==> config.mk <==
export PLATFORM = sky130hd
export DESIGN_NAME = driver_bus_master
export DESIGN_NICKNAME = d
export VERILOG_FILES = /design/src/rtl/driver_bus_master.sv
export SDC_FILE = /design/constraint.sdc
export NUM_CORES = 1
export LEC_CHECK = 0
export BUFFER_PORTS_ARGS = -buffer_cell sky130_fd_sc_hd__buf_2
export CAP_MARGIN = 40
export CORE_MARGIN = 2
export CORE_UTILIZATION = 56
export CTS_BUF_LIST = sky130_fd_sc_hd__clkbuf_16
export DETAILED_ROUTE_END_ITERATION = 16
export HOLD_SLACK_MARGIN = 0.05
export PLACE_DENSITY_LB_ADDON = 0.1
export SLEW_MARGIN = 20
export SYNTH_ARGS = -nofsm -noshare
export SYNTH_HDL_FRONTEND = slang
export SYNTH_SLANG_ARGS = --single-unit
export TNS_END_PERCENT = 50
==> constraint.sdc <==
create_clock -name clk -period 3.8 [get_ports clk]
set_input_delay 0.57 -clock clk [delete_from_list [all_inputs] [get_ports clk]]
set_output_delay 0.57 -clock clk [all_outputs]
set_load 0.05 [all_outputs]
==> src/rtl/driver_bus_master.sv <==
// rtl/driver_bus_master.sv - register-bus initiator turning host command bursts into slave strobes
// Writes stream one beat per clock; reads keep at most one access outstanding.
module driver_bus_master #(
  parameter int unsigned RD_LATENCY = 1,
  parameter int unsigned ADDR_STEP  = 4
) (
  input  logic        clk,
  input  logic        reset,
  input  logic        cmd_valid,
  output logic        cmd_ready,
  input  logic        cmd_wr,
  input  logic [31:0] cmd_addr,
  input  logic [7:0]  cmd_len,
  input  logic        cmd_incr,
  input  logic        wdata_valid,
  output logic        wdata_ready,
  input  logic [31:0] wdata,
  output logic        rsp_valid,
  input  logic        rsp_ready,
  output logic [31:0] rsp_data,
  output logic        rsp_last,
  output logic        rsp_wr,
  output logic [31:0] slave_addr,
  output logic        slave_rd,
  output logic        slave_wr,
  output logic [31:0] slave_data_in,
  input  logic [31:0] slave_data_out,
  output logic        busy
);

  typedef enum logic [2:0] {
    IDLE     = 3'd0,
    WR_BEAT  = 3'd1,
    RD_ISSUE = 3'd2,
    RD_WAIT  = 3'd3,
    RSP      = 3'd4,
    WR_DONE  = 3'd5
  } state_e;

  localparam logic [31:0] STEP = 32'(ADDR_STEP);
  localparam logic [2:0]  LAT  = 3'(RD_LATENCY);

  state_e      state_q, state_d;
  logic [31:0] addr_q, addr_d;
  logic [7:0]  len_q, len_d;
  logic [7:0]  beat_cnt_q, beat_cnt_d;
  logic        incr_q, incr_d;
  logic [2:0]  lat_cnt_q, lat_cnt_d;
  logic [31:0] rsp_data_q, rsp_data_d;
  logic [31:0] slave_addr_q, slave_addr_d;
  logic [31:0] slave_data_q, slave_data_d;
  logic        slave_rd_q, slave_rd_d;
  logic        slave_wr_q, slave_wr_d;
  logic [31:0] addr_next;

  assign addr_next = incr_q ? addr_q + STEP : addr_q;

  always_ff @(posedge clk) begin
    if (!reset) begin
      state_q      <= IDLE;
      addr_q       <= '0;
      len_q        <= '0;
      beat_cnt_q   <= '0;
      incr_q       <= 1'b0;
      lat_cnt_q    <= '0;
      rsp_data_q   <= '0;
      slave_addr_q <= '0;
      slave_data_q <= '0;
      slave_rd_q   <= 1'b0;
      slave_wr_q   <= 1'b0;
    end else begin
      state_q      <= state_d;
      addr_q       <= addr_d;
      len_q        <= len_d;
      beat_cnt_q   <= beat_cnt_d;
      incr_q       <= incr_d;
      lat_cnt_q    <= lat_cnt_d;
      rsp_data_q   <= rsp_data_d;
      slave_addr_q <= slave_addr_d;
      slave_data_q <= slave_data_d;
      slave_rd_q   <= slave_rd_d;
      slave_wr_q   <= slave_wr_d;
    end
  end

  always_comb begin
    state_d      = state_q;
    addr_d       = addr_q;
    len_d        = len_q;
    beat_cnt_d   = beat_cnt_q;
    incr_d       = incr_q;
    lat_cnt_d    = lat_cnt_q;
    rsp_data_d   = rsp_data_q;
    slave_addr_d = slave_addr_q;
    slave_data_d = slave_data_q;
    slave_rd_d   = 1'b0;
    slave_wr_d   = 1'b0;
    unique case (state_q)
      IDLE: begin
        if (cmd_valid) begin
          addr_d     = cmd_addr;
          len_d      = cmd_len;
          incr_d     = cmd_incr;
          beat_cnt_d = 8'd0;
          state_d    = cmd_wr ? WR_BEAT : RD_ISSUE;
        end
      end
      WR_BEAT: begin
        if (wdata_valid) begin
          slave_wr_d   = 1'b1;
          slave_addr_d = addr_q;
          slave_data_d = wdata;
          addr_d       = addr_next;
          if (beat_cnt_q == len_q) state_d = WR_DONE;
          else                     beat_cnt_d = beat_cnt_q + 8'd1;
        end
      end
      RD_ISSUE: begin
        lat_cnt_d = 3'd1;
        state_d   = RD_WAIT;
      end
      RD_WAIT: begin
        if (lat_cnt_q == LAT) begin
          rsp_data_d = slave_data_out;
          state_d    = RSP;
        end else begin
          lat_cnt_d = lat_cnt_q + 3'd1;
        end
      end
      RSP: begin
        if (rsp_ready) begin
          if (beat_cnt_q == len_q) begin
            state_d = IDLE;
          end else begin
            beat_cnt_d = beat_cnt_q + 8'd1;
            addr_d     = addr_next;
            state_d    = RD_ISSUE;
          end
        end
      end
      WR_DONE: begin
        if (rsp_ready) state_d = IDLE;
      end
      default: state_d = IDLE;
    endcase
    // The read strobe and its address are registered together on entry to RD_ISSUE
    if (state_d == RD_ISSUE) begin
      slave_rd_d   = 1'b1;
      slave_addr_d = addr_d;
    end
  end

  always_comb begin
    cmd_ready   = 1'b0;
    wdata_ready = 1'b0;
    rsp_valid   = 1'b0;
    rsp_last    = 1'b0;
    rsp_wr      = 1'b0;
    rsp_data    = '0;
    busy        = (state_q != IDLE);
    unique case (state_q)
      IDLE:    cmd_ready = 1'b1;
      WR_BEAT: wdata_ready = 1'b1;
      RSP: begin
        rsp_valid = 1'b1;
        rsp_last  = (beat_cnt_q == len_q);
        rsp_data  = rsp_data_q;
      end
      WR_DONE: begin
        rsp_valid = 1'b1;
        rsp_wr    = 1'b1;
        rsp_last  = 1'b1;
      end
      default: ;
    endcase
  end

  assign slave_addr    = slave_addr_q;
  assign slave_data_in = slave_data_q;
  assign slave_rd      = slave_rd_q;
  assign slave_wr      = slave_wr_q;

endmodule

==> results.cfg <==
[run]
maxCapViolCount = 0

[routing]
ant_nets = 0
drt_iter0_markers = 647
post_drt_wl_per_cell_um = 15.46
drcViolationCount = 0
routed_wl_um = 20440
vias = 7442
viasPerCell = 5.629
firstDrtPassIters = 4

[finish]
antenna_cells = 0
fillCellCount = 1124
fin_cells = 1322
layout-drive-gt1-share_pct = 24.26
utilization_pct = 71.40
final_nets = 1252
area_growth_pct = 24.07

[timing]
setup_tns_ns = 0
fmax_ghz = 0.3613
worst_pin_slew_ns = 0.8911
relSlewSlack_pct = 40.37
drv_slew = 0
grt_setup_unrepaired = no
fin_skew_ns = 0.006012
layout_min_cycle_time_ns = 2.768
setup_violations = 0
post-route-period-util_pct = 72.84
hold_viol = 0
setup_ws_ns = 1.032

[pwr]
p_per_area_nw_per_um2 = 476.8
pwr-share-comb_pct = 19.2
intPower_mw = 2.978
p_sw_mw = 1.337
swShare_pct = 30.98
power_frac_seq_pct = 41.8
leakage_nw = 3.782
clkPwrFrac_pct = 39.0
irDropWorstVdd_mv = 0.3372

[critical_path]
crit_chain = xnor2_1, nand4_1, or2_2, a21boi_0, buf_2
start_kind = register
cp_max_fo = 6
cp_slowest_cell = dfxtp_1
critical-path-max-stage-delay_ns = 0.45
required_ns = 3.23
path_class = register to output pin
endpoint_kind = output pin
arrival_ns = 2.20

[synth]
synth_area_um2 = 7292
yosysSeqAreaShare_pct = 42.00
yosys_register_bits = 153
synth_top_cell_area_share_pct = 42.00
yosysTopAreaCell = dfxtp_1
syn-mean-instance-area_um2 = 7.636
synth-warning-count = 0
ys.flop_type = dfxtp_1
synth_edf_count = 0
ys_async_sr_fraction_pct = 0
synthTopCellsByArea = dfxtp_1 (42%), nand2_1 (12%), a21oi_1 (7.5%)
synth.distinct_cells = 63
synth_nets = 1070
syn-instance-count = 955

[cts]
cts_resized = 0
cts_buffer_depth = 2
cts_hold_buf = 0
cts_buffers = 17
ctsRootBufferMaster = clkbuf_16
clkLatencyLatePin_ns = 0.43
cts_tree = built
post-cts-setup-buffers = 0
clkTransAtPathRegs_ns = 0.06
clock-sinks = 153
htreeDepth = 4

[placement]
dp_hpwl_um = 13830
gp_congestion = 0.9227
dp.cells = 1290
numPortBuffers = 214
dp_worst_setup_slack_ns = 1.155

[hold_path]
hp-class = input port to register

[floorplanning]
start_util_pct = 57.55
dieArea_um2 = 13950
ios = 215
coreArea_um2 = 12670
std_cell_rows = 41
fp.dieW_um = 118.1
dieHeight_um = 118.1

[global_routing]
grt_max_degree = 75
overflow = 0
grt_pass1_vias = 6778
grt_use_total_pct = 29.33
grt_pass1_wl_um = 33280
antenna_found_initial = 0

[outcome]
outcome = complete, no violations
-- synthesized netlist by cell type, types with 9 or more instances --
cell type  count
nand2_1      242
dfxtp_1      153
a21oi_1      110
nor2_1        60
clkbuf_1      51
and2_1        47
nand3_1       32
o21ai_0       32
nor3_1        14
xnor2_1       14
nand4_1       13
o21a_1        12
buf_2         11
a21boi_0      10
o311a_1       10
inv_1          9
-- final cells by class --
type | count | area (um^2) | share of cell area [%]
Clock buffer | 17 | 425.4 | 4.702
Clock inverter | 15 | 158.9 | 1.756
Inverter | 9 | 33.78 | 0.3734
Multi-Input combinational cell | 725 | 3953 | 43.69
Sequential cell | 153 | 3063 | 33.85
Tap cell | 172 | 215.2 | 2.379
Timing Repair Buffer | 231 | 1199 | 13.25
-- registers in the layout, indices dropped and copies added (netlist names) --
| register | count |
|---|---|
| addr_q | 32 |
| beat_cnt_q | 8 |
| incr_q | 1 |
| lat_cnt_q | 3 |
| len_q | 8 |
| rsp_data_q | 32 |
| slave_addr | 32 |
| slave_data_in | 32 |
| slave_rd | 1 |
| slave_wr | 1 |
| state_q | 3 |
-- through the flow --
| step | instance area (um^2) | total power, mW | hold slack, ns |
|---|---|---|---|
| floorplan | 7292 | 2.408 | 0.4317 |
| global placement | 8463 | 2.647 | 0.4374 |
| detailed placement | 8463 | 2.654 | 0.4418 |
| CTS | 9047 | 4.334 | 0.3623 |
| global route | 9047 | 4.495 | 0.3676 |
| finish | 9047 | 4.314 | 0.3750 |
-- routing by layer --
metal | global-route usage [%] | routed length [um] | vias to the layer above
met5 | 0 | 0 | -
met4 | 12.73 | 442 | 0
met3 | 6.734 | 1568 | 37
met2 | 46.68 | 9652 | 318
met1 | 38.04 | 8778 | 3405
li1 | - | - | 3682
-- path summary, 6_finish.rpt --
kind,from,endpoint,slack (ns),cells past startpoint
max,beat_cnt_q[1],rsp_last,1.03,5
max reg2reg,state_q[2],slave_addr[23],1.07,6
min,wdata[14],slave_data_in[14],0.37,3
min reg2reg,rsp_data_q[22],rsp_data_q[22],0.45,2
-- layout by cell type (no fill, tap or decap), drive strengths merged, types with 4 or more instances in the layout --
cell type / n
nand2: 243
buf: 231
dfxtp: 153
a21oi: 110
nor2: 60
and2: 47
nand3: 32
o21ai: 32
clkbuf: 17
nor3: 15
xnor2: 14
nand4: 14
o21a: 12
a21boi: 11
inv: 11
o311a: 10
and3: 8
a2bb2oi: 8
nor4: 7
a22oi: 7
a31oi: 7
clkinv: 7
o211a: 6
nor2b: 5
and4: 5
o211ai: 5
mux2i: 4
a22o: 4
o31ai: 4
ha: 4
or2: 4
-- power by group through the flow --
| stage | sequential, mW | clock, mW | combinational (mW) |
|---|---|---|---|
| floorplan | 1.99 | 0 | 0.415 |
| CTS | 1.80 | 1.71 | 0.827 |
| detailed placement | 1.83 | 0 | 0.821 |
| finish | 1.80 | 1.68 | 0.828 |
| global placement | 1.83 | 0 | 0.816 |
| global route | 1.82 | 1.78 | 0.895 |
-- worst max-delay path: cells and delay by family, from the launching register on --
family	cells	cell delay (ns)
xor+xnor	1	0.16
compound gates	1	0.22
simple gates	2	0.64
flops	1	0.45
buf+inv	1	0.30
-- logic make-up after synthesis --
logic type      count (synthesis)  synth area share [%]
flops                         153                 42.00
simple gates                  451                 28.31
fa+ha+maj                       4                0.6864
buf+inv                        77                 4.152
xor+xnor                       16                 1.922
compound gates                249                 22.22
mux                             5                0.7035
No activity file was read; power rests on OpenSTA's default activity.
